### config.mk
export PLATFORM = sky130hd
export DESIGN_NAME = writeback_arbiter
export DESIGN_NICKNAME = d
export VERILOG_FILES = /design/src/rtl/writeback_arbiter.sv
export SDC_FILE = /design/constraint.sdc
export NUM_CORES = 1
export LEC_CHECK = 0
export ABC_AREA = 1
export CORE_UTILIZATION = 35
export DETAILED_ROUTE_END_ITERATION = 8
export PLACE_DENSITY = 0.53
export SLEW_MARGIN = 10
export SYNTH_ARGS = -nofsm -noshare
export SYNTH_HDL_FRONTEND = slang
export SYNTH_SLANG_ARGS = --single-unit
### constraint.sdc
create_clock -name clk -period 3.8 [get_ports clk]
set_input_delay 0.76 -clock clk [delete_from_list [all_inputs] [get_ports clk]]
set_output_delay 0.76 -clock clk [all_outputs]
set_load 0.01 [all_outputs]
### src/rtl/writeback_arbiter.sv
// Register-file write-port master: merges WB-stage writes with buffered MDU results
// and keeps the busy scoreboard for outstanding MDU destinations.
module writeback_arbiter #(
  parameter int DEPTH        = 4,
  parameter int STARVE_LIMIT = 8
) (
  input  logic        clk,
  input  logic        reset,
  input  logic        wb_we,
  input  logic [4:0]  wb_rd,
  input  logic [31:0] wb_data,
  input  logic        md_valid,
  input  logic [4:0]  md_rd,
  input  logic [31:0] md_data,
  output logic        md_ready,
  input  logic        iss_valid,
  input  logic [4:0]  iss_rd,
  input  logic [4:0]  lk_rs,
  input  logic [4:0]  lk_rt,
  input  logic [4:0]  lk_rd,
  output logic        busy_rs,
  output logic        busy_rt,
  output logic        busy_rd,
  output logic        wb_stall,
  output logic        rf_we,
  output logic [4:0]  rf_waddr,
  output logic [31:0] rf_wdata
);

  localparam int AW = $clog2(DEPTH);
  localparam int CW = $clog2(STARVE_LIMIT + 1);

  logic [4:0]    rd_mem_q   [DEPTH];
  logic [4:0]    rd_mem_d   [DEPTH];
  logic [31:0]   data_mem_q [DEPTH];
  logic [31:0]   data_mem_d [DEPTH];
  logic [AW-1:0] wr_ptr_q, wr_ptr_d;
  logic [AW-1:0] rd_ptr_q, rd_ptr_d;
  logic [AW:0]   count_q, count_d;
  logic [CW-1:0] starve_q, starve_d;
  logic [31:0]   busy_q, busy_d;
  logic          wb_stall_q, wb_stall_d;

  logic head_vld, wb_act, commit, push, blocked;

  assign head_vld = (count_q != '0);
  assign wb_act   = wb_we && (wb_rd != 5'd0) && !wb_stall_q;
  assign commit   = !reset && head_vld && !wb_act;
  assign md_ready = reset || (count_q != (AW+1)'(DEPTH));
  // Results for r0 are acknowledged to the MDU but never stored.
  assign push     = md_valid && md_ready && (md_rd != 5'd0);
  assign blocked  = head_vld && wb_act;
  assign wb_stall = wb_stall_q;

  assign busy_rs = !reset && busy_q[lk_rs];
  assign busy_rt = !reset && busy_q[lk_rt];
  assign busy_rd = !reset && busy_q[lk_rd];

  always_comb begin
    rf_we    = 1'b0;
    rf_waddr = 5'd0;
    rf_wdata = 32'd0;
    if (!reset) begin
      if (wb_act) begin
        rf_we    = 1'b1;
        rf_waddr = wb_rd;
        rf_wdata = wb_data;
      end else if (head_vld) begin
        rf_we    = 1'b1;
        rf_waddr = rd_mem_q[rd_ptr_q];
        rf_wdata = data_mem_q[rd_ptr_q];
      end
    end
  end

  always_comb begin
    rd_mem_d   = rd_mem_q;
    data_mem_d = data_mem_q;
    wr_ptr_d   = wr_ptr_q;
    rd_ptr_d   = rd_ptr_q;
    count_d    = count_q;
    if (push) begin
      rd_mem_d[wr_ptr_q]   = md_rd;
      data_mem_d[wr_ptr_q] = md_data;
      wr_ptr_d             = wr_ptr_q + 1'b1;
    end
    if (commit) rd_ptr_d = rd_ptr_q + 1'b1;
    case ({push, commit})
      2'b10:   count_d = count_q + 1'b1;
      2'b01:   count_d = count_q - 1'b1;
      default: count_d = count_q;
    endcase
  end

  // Starvation: after STARVE_LIMIT blocked cycles the pipeline is frozen once so the head drains.
  always_comb begin
    starve_d   = blocked ? starve_q + 1'b1 : '0;
    wb_stall_d = blocked && (starve_q == CW'(STARVE_LIMIT - 1));
  end

  // Set is applied after clear so a same-cycle issue to the committing register wins.
  always_comb begin
    busy_d = busy_q;
    if (commit) busy_d[rd_mem_q[rd_ptr_q]] = 1'b0;
    if (iss_valid && (iss_rd != 5'd0)) busy_d[iss_rd] = 1'b1;
  end

  always_ff @(posedge clk) begin
    rd_mem_q   <= rd_mem_d;
    data_mem_q <= data_mem_d;
  end

  always_ff @(posedge clk) begin
    if (reset) begin
      wr_ptr_q   <= '0;
      rd_ptr_q   <= '0;
      count_q    <= '0;
      starve_q   <= '0;
      busy_q     <= '0;
      wb_stall_q <= 1'b0;
    end else begin
      wr_ptr_q   <= wr_ptr_d;
      rd_ptr_q   <= rd_ptr_d;
      count_q    <= count_d;
      starve_q   <= starve_d;
      busy_q     <= busy_d;
      wb_stall_q <= wb_stall_d;
    end
  end

endmodule

Yosys cells after proc, flatten, opt, wreduce, memory -nomap -nowiden
Index checks and enable logic that the tools add are counted.
W data, S select, Z words.
- bits in registers: 192
- input port bits: 99
- output and inout bits: 43
- word-level logic and storage cells: 98
- $add $sub $neg: 5
- $lt $le $gt $ge: 10
- equal/unequal tests: 4
- muxes and demuxes: 34
- bitwise logic cells: 6
- reductions and logical operators: 25
- operators with widths (operator ; number):
    $mux W32 ; 8
    $bwmux W128 ; 1
    $bmux W32 S2 ; 1
    $demux W32 S2 ; 1
    $and A32 B32 Y32 ; 1
    $not A32 Y32 ; 1
    $or A32 B32 Y32 ; 1
    $lt A5 B6 Y1 const B ; 5
    $mux W5 ; 6
    $bwmux W20 ; 1
    $bmux W1 S5 ; 3
    $logic_and A1 B1 Y1 ; 15
    $reduce_bool A5 Y1 ; 3
    $bmux W5 S2 ; 1
    $demux W1 S5 ; 2
    $demux W5 S2 ; 1
    $ge A5 B1 Y1 const B ; 2
    $mux W1 ; 8
    $ge A3 B3 Y1 const B ; 2
    $not A2 Y3 ; 2
    $pmux W3 S2 ; 1
    $add A2 B1 Y2 const B ; 2
    $add A4 B1 Y4 const B ; 1
    $eq A4 B3 Y1 const B ; 1
    12 further kinds ; 14

Longest topological paths before layout
Gate-level depths: netlist of run 1.
- depth in word-level cells: 13
- depth in mapped cells: 14
- depth with buffers taken out: 13

Worst setup path before layout of run 1
No wires, ideal clock.
- path type: input-to-reg
- from: in reset
- to: reg data_mem_q[0] in the netlist's numbering (enable)
- setup time: 0.431 ns
- arrival time: 2.827 ns
- data required time: 3.369 ns
- slack: 0.542 ns
- stages on the path: 4
- path buffers: 0
- path through: inv_1 -> nand4_1 -> nand3_1 -> nor2_1
- longest elaborated chain between the ends: 3
- ends and longest elaborated chain (item ; RTL line ; text):
    start, declared ; 8 ; input logic reset,
    $logic_or A1 B1 Y1 ; 49 ; assign md_ready = reset || (count_q != (AW+1)'(DEPTH));
    named net md_ready ; 15 ; output logic md_ready,
    $logic_and A1 B1 Y1 (2 in series) ; 51 ; assign push = md_valid && md_ready && (md_rd != 5'd0);
    end signal, assigned ; 110 ; data_mem_q <= data_mem_d;
    end, declared ; 35 ; logic [31:0] data_mem_q [DEPTH];
The timed path passes the listed nets, and every way through them passes these cells.
A chain may end at the register's enable or synchronous reset.

Worst setup path in the final report of run 1
- from: in wb_rd[4]
- to: out rf_wdata[10]
- longest elaborated chain between the ends: 5
- ends and longest elaborated chain (item ; RTL line ; text):
    start, declared ; 10 ; input logic [4:0] wb_rd,
    $reduce_bool A5 Y1 ; 47 ; assign wb_act = wb_we && (wb_rd != 5'd0) && !wb_stall_q;
    $logic_and A1 B1 Y1 (2 in series) ; 47 ;
    $mux W32 ; 64 ; if (wb_act) begin
    $mux W32 ; 63 ; if (!reset) begin
    end, declared ; 27 ; output logic [31:0] rf_wdata
No other way between the ends.

==> results of run 1 <==
-- worst paths after layout --
kind | endpoint | startpoint | slack (ns) | cells after the start
max reg2reg | count_q[2] | count_q[1] | 1.52 | 14
max | rf_wdata[10] | wb_rd[4] | 0.20 | 10
min reg2reg | wb_stall | starve_q[3] | 0.44 | 1
min | wb_stall | starve_q[3] | 0.44 | 1
-- placed cells by master, fill, tap and decap left out, types with 2 or more instances in the layout --
| cell | synthesis | routed |
|---|---|---|
| nor3_1 | 12 | 12 |
| nand3_2 | 2 | 2 |
| buf_4 | 5 | 31 |
| buf_12 | 0 | 3 |
| clkinv_4 | 0 | 3 |
| inv_8 | 0 | 3 |
| nor2_2 | 9 | 8 |
| edfxtp_1 | 148 | 148 |
| clkdlybuf4s50_1 | 0 | 141 |
| a21oi_1 | 53 | 53 |
| inv_2 | 5 | 5 |
| clkbuf_16 | 0 | 17 |
| clkinv_1 | 1 | 2 |
| nand2_2 | 3 | 3 |
| o22ai_1 | 32 | 32 |
| dfxtp_1 | 44 | 43 |
| nand2_1 | 245 | 245 |
| a21o_1 | 2 | 2 |
| o21ai_0 | 86 | 86 |
| inv_1 | 39 | 39 |
| a22o_1 | 30 | 30 |
| nor2_4 | 5 | 10 |
| inv_6 | 0 | 6 |
| ha_1 | 6 | 6 |
| nand3_1 | 76 | 76 |
| nor2_1 | 88 | 84 |
-- report_power, final --
part	internal, mW	total (mW)	switching [mW]
clock	0.863	1.68	0.819
sequential	2.35	2.38	0.0260
combinational	0.302	0.710	0.408
total	3.52	4.77	1.25
-- sequential cells by signal (all words and copies together) (netlist names) --
signal      count
busy_q         32
count_q         3
data_mem_q    128
rd_mem_q       20
rd_ptr_q        2
starve_q        4
wb_stall        1
wr_ptr_q        2
-- kinds of logic (layout without fill, tap and decap cells) --
logic type | count (synthesis) | count (layout) | synth area share (%)
AOI/OAI and AO/OA | 205 | 205 | 13.4
xor gates and xnor gates | 1 | 1 | 0.0987
adders and majority gates | 7 | 7 | 1.07
buffers and inverters | 92 | 252 | 4.44
DFF | 192 | 192 | 60.0
and+or+nand+nor | 443 | 443 | 21.0
-- worst max-delay path, stage by stage --
cell and delay, ns:
clkdlybuf4s50_1 0.42, nor2_1 0.28, nand3_1 0.13, nand2_2 0.08, nand2_1 0.09, nor2_4 0.13, buf_12 0.22, nand2_1 0.07
o21ai_0 0.07, clkdlybuf4s50_1 0.56
-- layer usage --
metal | GRT usage (%) | up-vias
met4 | 4.85 | 0
met5 | 0 | -
met2 | 31.0 | 197
met1 | 25.9 | 3353
li1 | - | 3583
met3 | 3.67 | 21
-- per-stage QoR --
step | hold slack, ns | setup slack [ns] | util, % | cells | instance area [um^2]
floorplan | 0.418 | 0.542 | - | 940 | 8880
global placement | 0.432 | 0.208 | 43.9 | 1392 | 10800
detailed placement | 0.430 | 0.202 | 43.9 | 1392 | 10800
CTS | 0.440 | 0.191 | 46.1 | 1424 | 11300
global route | 0.450 | 0.0314 | 46.1 | 1424 | 11300
finish | 0.438 | 0.203 | 46.1 | 1424 | 11300
-- layout make-up --
| cell class | instances | share of cell area (%) |
|---|---|---|
| clock buffers | 18 | 3.78 |
| multi-input cells | 656 | 28.1 |
| repair buffers | 175 | 15.0 |
| clock inverters | 14 | 1.07 |
| well taps | 324 | 3.57 |
| inverters | 45 | 1.49 |
| flip-flops and latches | 192 | 46.9 |
==> flow_summary.yaml, run 1 <==
status:
  status: "completed"
global_routing:
  antenna_found_initial: 0
  grt_pass1_vias: 6693
  grtUsageTotal_pct: 19.0
  grt_max_degree: 77
  overflow: 0
  grt_pass1_wl_um: 37600
critical_path:
  worstPathMaxFanout: 34
  endpoint_kind: "output port"
  arrival_ns: 2.84
  worst_setup_path_start_kind: "input pin"
  path_class: "input pin to output port"
  critPathRequiredTime_ns: 3.04
logic_synthesis:
  syn_inst: 940
  yosysMostFrequentCell: "nand2_1"
  synth_cell_type_count: 30
  dominantRegCellSynth: "edfxtp_1"
  synth_edf_count: 148
  synth_top_cell_by_area: "edfxtp_1"
  ys_seq_area_share_pct: 60.0
  syn_area_per_cell_um2: 9.45
  ys_top_cells_by_area: "edfxtp_1, nand2_1, dfxtp_1"
  ys_ff_latch: 192
  synth_commonest_cells: "nand2_1, edfxtp_1, nor2_1"
  netlist_area_um2: 8880
  async_reset_ff_share_pct: 0
  synth_top_area_share_pct: 50.1
  syn_nets: 1046
  synth_warnings: 0
clocking:
  clkLatencyLatePin_ns: 0.43
  cts_buffer_depth: 2
  ctsResizeCount: 0
  cts_buffers: 17
  cts_hold_buf: 0
  cts_setup_buffers: 0
  cts_tree: "built"
  clkTransAtPathRegs_ns: 0.07
  cts_root_buffer: "clkbuf_16"
  cts.sinks: 192
  htreeDepth: 4
detailed_routing:
  firstDrtPassIters: 6
  drc: 0
  drtAntennaViolNets: 0
  wl_um: 24300
  routed_via_density: 5.02
  drt_iter0_drc: 484
  wl_met2_um: 11600
  wl_met3_um: 1310
  top_layer_used: "met4"
  wl_per_cell_um: 17.0
  met1_length_um: 11100
  dr_total_vias: 7154
placed_design:
  hpwl_um: 16000
  place_congestion: 0.896
  io_buffers: 141
sta:
  finClkSkew_ns: 0.0102
  fin_crit_ns: 3.60
  finalCritPeriodShare_pct: 94.6
  hold_viol: 0
  slew_headroom_pct: 30.7
  tns_ns: 0
  fmax_mhz: 278
  tightest_slew_ns: 1.03
  finalSetupViolCount: 0
  drv_slew: 0
  rsz0062_at_grt: "false"
layout:
  areaGrowthSynthToFinish_pct: 27.8
  regArea_um2: 5330
  n_fill_cell: 2345
  nets: 1193
  multi_input_area_um2: 3190
  n_antenna_cell: 0
  drive_gt1_share_pct: 8.55
floorplan:
  die-area_um2: 26000
  core_area_um2: 24600
  num_rows: 57
  ios: 142
  die_w_um: 161
  initial_core_util_pct: 36.1
  die_h_um: 161
hold_path:
  min_path_type: "flip-flop to flip-flop"
power:
  p_leak_nw: 3.95
  p_total_mw: 4.77
  p_per_area_nw_per_um2: 420
  ir_drop_uv: 349
flow_run:
  drv_cap: 0
Power figures use the tool's default switching activity.
==> inputs of run 2 (changes only) <==
CELL_PAD_IN_SITES_DETAIL_PLACEMENT = 0   (was not set)
CELL_PAD_IN_SITES_GLOBAL_PLACEMENT = 1   (was not set)
PLACE_DENSITY = 0.67   (was 0.53)
==> flow_summary.yaml, run 2 (same netlist as run 1, synthesis figures left out) <==
status:
  status: "completed"
flow_run:
  drv_cap: 0
critical_path:
  worst_setup_path_start_kind: "input pin"
  worstPathMaxFanout: 3
  arrival_ns: 2.89
  endpoint_kind: "output port"
  path_class: "input pin to output port"
  critPathRequiredTime_ns: 3.04
  r2r_slack_ns: 1.57
clocking:
  clkLatencyLatePin_ns: 0.43
  cts_tree: "built"
  cts.sinks: 192
  clkTransAtPathRegs_ns: 0.07
  cts_root_buffer: "clkbuf_16"
  htreeDepth: 4
  ctsResizeCount: 0
  cts_hold_buf: 0
  cts_buffer_depth: 2
  cts_buffers: 17
  cts_setup_buffers: 0
floorplan:
  ios: 142
  num_rows: 57
  die_w_um: 161
  core_area_um2: 24600
  die_h_um: 161
  initial_core_util_pct: 36.1
  die-area_um2: 26000
detailed_routing:
  wl_per_cell_um: 17.0
  drc: 0
  drt_iter0_drc: 503
  wl_um: 24300
  routed_via_density: 5.00
  firstDrtPassIters: 5
  dr_total_vias: 7127
  drtAntennaViolNets: 0
power:
  p_switching_mw: 1.30
  power_frac_seq_pct: 48.5
  internal_power_mw: 3.62
  ir_drop_uv: 379
  pwr-share-clk_pct: 37.0
  p_per_area_nw_per_um2: 429
  p_leak_nw: 3.99
  switching_share_pct: 26.4
  comb_power_share_pct: 14.6
hold_path:
  min_path_type: "flip-flop to flip-flop"
sta:
  slew_headroom_pct: 57.4
  tightest_slew_ns: 0.638
  finClkSkew_ns: 0.00986
  tns_ns: 0
  post-route-worst-setup-slack_ns: 0.149
  finalSetupViolCount: 0
  fin_crit_ns: 3.65
  finalCritPeriodShare_pct: 96.1
  rsz0062_at_grt: "false"
  holdWs_ns: 0.447
  hold_viol: 0
  drv_slew: 0
  fmax_mhz: 274
layout:
  areaGrowthSynthToFinish_pct: 29.1
  nets: 1193
  reg.largest.list: "data_mem_q (128), busy_q (32), rd_mem_q (20)"
  final_common_cell: "nand2_1"
  regMostFlops: "data_mem_q"
  final_cell_mix: "nand2_1, edfxtp_1, clkdlybuf4s50_1, o21ai_0, nor2_1"
  final_cells: 1425
  drive_gt1_share_pct: 8.64
  largest_register_ffs: 128
  fin_area_um2: 11500
placed_design:
  dpl_cell_area_um2: 10800
  place_congestion: 0.824
  hpwl_um: 16500
  placed_cells: 1392
  preCtsSetupSlack_ns: 0.0845
  io_buffers: 141
global_routing:
  grt_max_degree: 54
  grtUsageTotal_pct: 19.2
  grt_pass1_wl_um: 38200
  grt_pass1_vias: 6741
  overflow: 0
  antenna_found_initial: 1
==> run 2: cell count changes in the layout (fill, tap and decap cells not counted), sizes merged <==
| cell | change |
|---|---|
| diode | +1 |
| clkinv | +1 |
| inv | -2 |
| bufinv | +1 |
==> run 2: per-layer routing <==
| layer | vias up | routed length (um) | track usage, % |
|---|---|---|---|
| met2 | 172 | 11300 | 31.1 |
| met1 | 3358 | 11600 | 26.7 |
| met3 | 21 | 1190 | 3.65 |
| li1 | 3576 | - | - |
| met5 | - | 0 | 0 |
| met4 | 0 | 266 | 4.37 |
==> run 2: through the flow <==
step                utilization, %  total power, mW
detailed placement            44.1             3.15
floorplan                        -             2.79
global route                  46.6             5.11
global placement              44.1             3.15
CTS                           46.6             4.95
finish                        46.6             4.92
==> run 2: power by group through the flow <==
| stage | clock network (mW) | logic (mW) | registers, mW |
|---|---|---|---|
| after detailed placement | 0 | 0.724 | 2.43 |
| after floorplan | 0 | 0.369 | 2.42 |
| after global routing | 1.93 | 0.792 | 2.39 |
| after CTS | 1.84 | 0.727 | 2.38 |
| final | 1.82 | 0.716 | 2.38 |
| after global placement | 0 | 0.723 | 2.43 |
==> run 2: layout make-up <==
class,count,area [um^2]
Antenna cell,1,2.50
Clock buffer,18,429
Clock inverter,14,189
Fill cell,2341,13100
Inverter,45,169
Multi-Input combinational cell,656,3190
Sequential cell,192,5330
Tap cell,324,405
Timing Repair Buffer,175,1750
==> run 2: path summary, 6_finish.rpt <==
kind / start / cells past startpoint / end
max: wb_rd[4] / 10 / rf_waddr[2]
min: starve_q[3] / 1 / wb_stall
max reg2reg: count_q[1] / 14 / count_q[2]
min reg2reg: starve_q[3] / 1 / wb_stall
==> run 2: critical path: stages <==
cell	delay (ns)
clkdlybuf4s50_1	0.42
nor2_1	0.24
buf_4	0.16
nand3_1	0.07
nand2_2	0.07
nand2_1	0.09
nor2_4	0.14
inv_1	0.10
o21ai_0	0.25
clkdlybuf4s50_1	0.60
==> inputs of run 3 (changes only) <==
CORE_ASPECT_RATIO = 0.5   (was not set)
CTS_CLUSTER_DIAMETER = 80   (was not set)
SKIP_LAST_GASP = 1   (was not set)
==> flow_summary.yaml, run 3 (same netlist as run 1, synthesis figures left out) <==
status:
  status: "completed"
layout:
  regArea_um2: 5330
  post-route-util_pct: 46.8
  reg.largest.list: "data_mem_q (128), busy_q (32), rd_mem_q (20)"
  n_antenna_cell: 0
  largest_register_ffs: 128
  areaGrowthSynthToFinish_pct: 28.7
  drive_gt1_share_pct: 8.48
  multi_input_area_um2: 3190
  final_common_cell: "nand2_1"
  nets: 1190
  regMostFlops: "data_mem_q"
  final_cell_mix: "nand2_1, edfxtp_1, clkdlybuf4s50_1, o21ai_0, nor2_1"
  fin_area_um2: 11400
  n_fill_cell: 2354
clocking:
  cts_tree: "built"
  ctsResizeCount: 0
  cts_buffers: 17
  clkLatencyLatePin_ns: 0.44
  cts_hold_buf: 0
  cts_buffer_depth: 2
  cts_setup_buffers: 0
  cts.sinks: 192
  cts_root_buffer: "clkbuf_16"
  clkTransAtPathRegs_ns: 0.07
  htreeDepth: 4
global_routing:
  grt_pass1_vias: 6936
  grt_pass1_wl_um: 38000
  grtUsageTotal_pct: 19.5
  grt_max_degree: 59
  antenna_found_initial: 0
  overflow: 0
hold_path:
  min_path_type: "flip-flop to flip-flop"
  hold_start: "starve_q[3]"
sta:
  finalSetupViolCount: 0
  post-route-worst-setup-slack_ns: 0.235
  slew_headroom_pct: 31.2
  finalCritPeriodShare_pct: 93.8
  hold_viol: 0
  rsz0062_at_grt: "false"
  tns_ns: 0
  fmax_mhz: 281
  tightest_slew_ns: 1.02
  drv_slew: 0
  fin_crit_ns: 3.56
  finClkSkew_ns: 0.0149
detailed_routing:
  routed_via_density: 5.05
  drtAntennaViolNets: 0
  drt_iter0_drc: 503
  drc: 0
  firstDrtPassIters: 5
  dr_total_vias: 7232
  wl_per_cell_um: 17.2
  wl_um: 24600
flow_run:
  drv_cap: 0
power:
  p_leak_nw: 3.97
  p_per_area_nw_per_um2: 432
  ir_drop_uv: 358
  p_total_mw: 4.94
floorplan:
  num_rows: 40
  die_w_um: 227
  die_h_um: 115
  core_area_um2: 24400
  die-area_um2: 26000
  initial_core_util_pct: 36.4
  ios: 142
critical_path:
  endpoint_kind: "output port"
  worstPathMaxFanout: 34
  critPathRequiredTime_ns: 3.04
  arrival_ns: 2.80
  worstPathCellList: "clkdlybuf4s50_1 -> nor2_1 -> nand3_1 -> nand2_2 -> nand2_1 -> nor2_4 -> buf_12 -> a22o_1 -> clkdlybuf4s50_1"
  r2r_start: "wb_stall"
  crit_slowest_cell: "clkdlybuf4s50_1"
  critPathMostFrequentCell: "clkdlybuf4s50_1"
  path_class: "input pin to output port"
  crit_path_max_incr_delay_ns: 0.54
  worst_setup_path_start_kind: "input pin"
  startpoint: "wb_rd[2]"
  worst-path-buf-inv: 3
  crit_family: "buffers and inverters"
placed_design:
  place_congestion: 0.862
  dpl_cell_area_um2: 10800
  hpwl_um: 16900
  io_buffers: 141
  preCtsSetupSlack_ns: 0.236
run 3: cell count changes in the layout (fill, tap and decap cells not counted), sizes merged:
cell	previous run	this run
buf	34	31
inv	51	49
clkinvlp	0	1
clkinv	7	8
bufinv	1	2
clkbuf	18	17
diode	1	0
run 3: path summary, 6_finish.rpt:
path / to / slack [ns] / depth (start not counted)
worst max-delay path: rf_wdata[29] / 0.24 / 9
worst min-delay path: wb_stall / 0.44 / 1
worst max register to register: count_q[2] / 1.50 / 12
worst min register to register: wb_stall / 0.44 / 1
run 3: report_power, final:
part | switching, mW | leakage [nW] | internal [mW]
combinational | 0.401 | 1.95 | 0.306
clock | 0.846 | 0.301 | 1.00
sequential | 0.0327 | 1.71 | 2.35
run 3: routing by layer:
metal	global-route usage [%]	share of wire [%]	wire length, um	vias to the layer above
met5	0	0	0	-
met4	5.82	1.1	272	0
met3	3.03	3.1	765	20
met2	34.2	51	12400	151
met1	24.7	45	11100	3483
li1	-	-	-	3578
run 3: layout make-up:
type / count / area share (%)
clock buffer: 17 / 3.72
clock inverter: 15 / 1.70
inverter: 45 / 1.48
multi-input combinational: 656 / 28.0
sequential: 192 / 46.6
tap: 336 / 3.68
timing repair buffer: 172 / 14.8
run 3: stage by stage:
step / cells / hold WS, ns
floorplan: 940 / 0.418
global placement: 1401 / 0.430
detailed placement: 1401 / 0.442
CTS: 1433 / 0.451
global route: 1433 / 0.477
finish: 1433 / 0.444
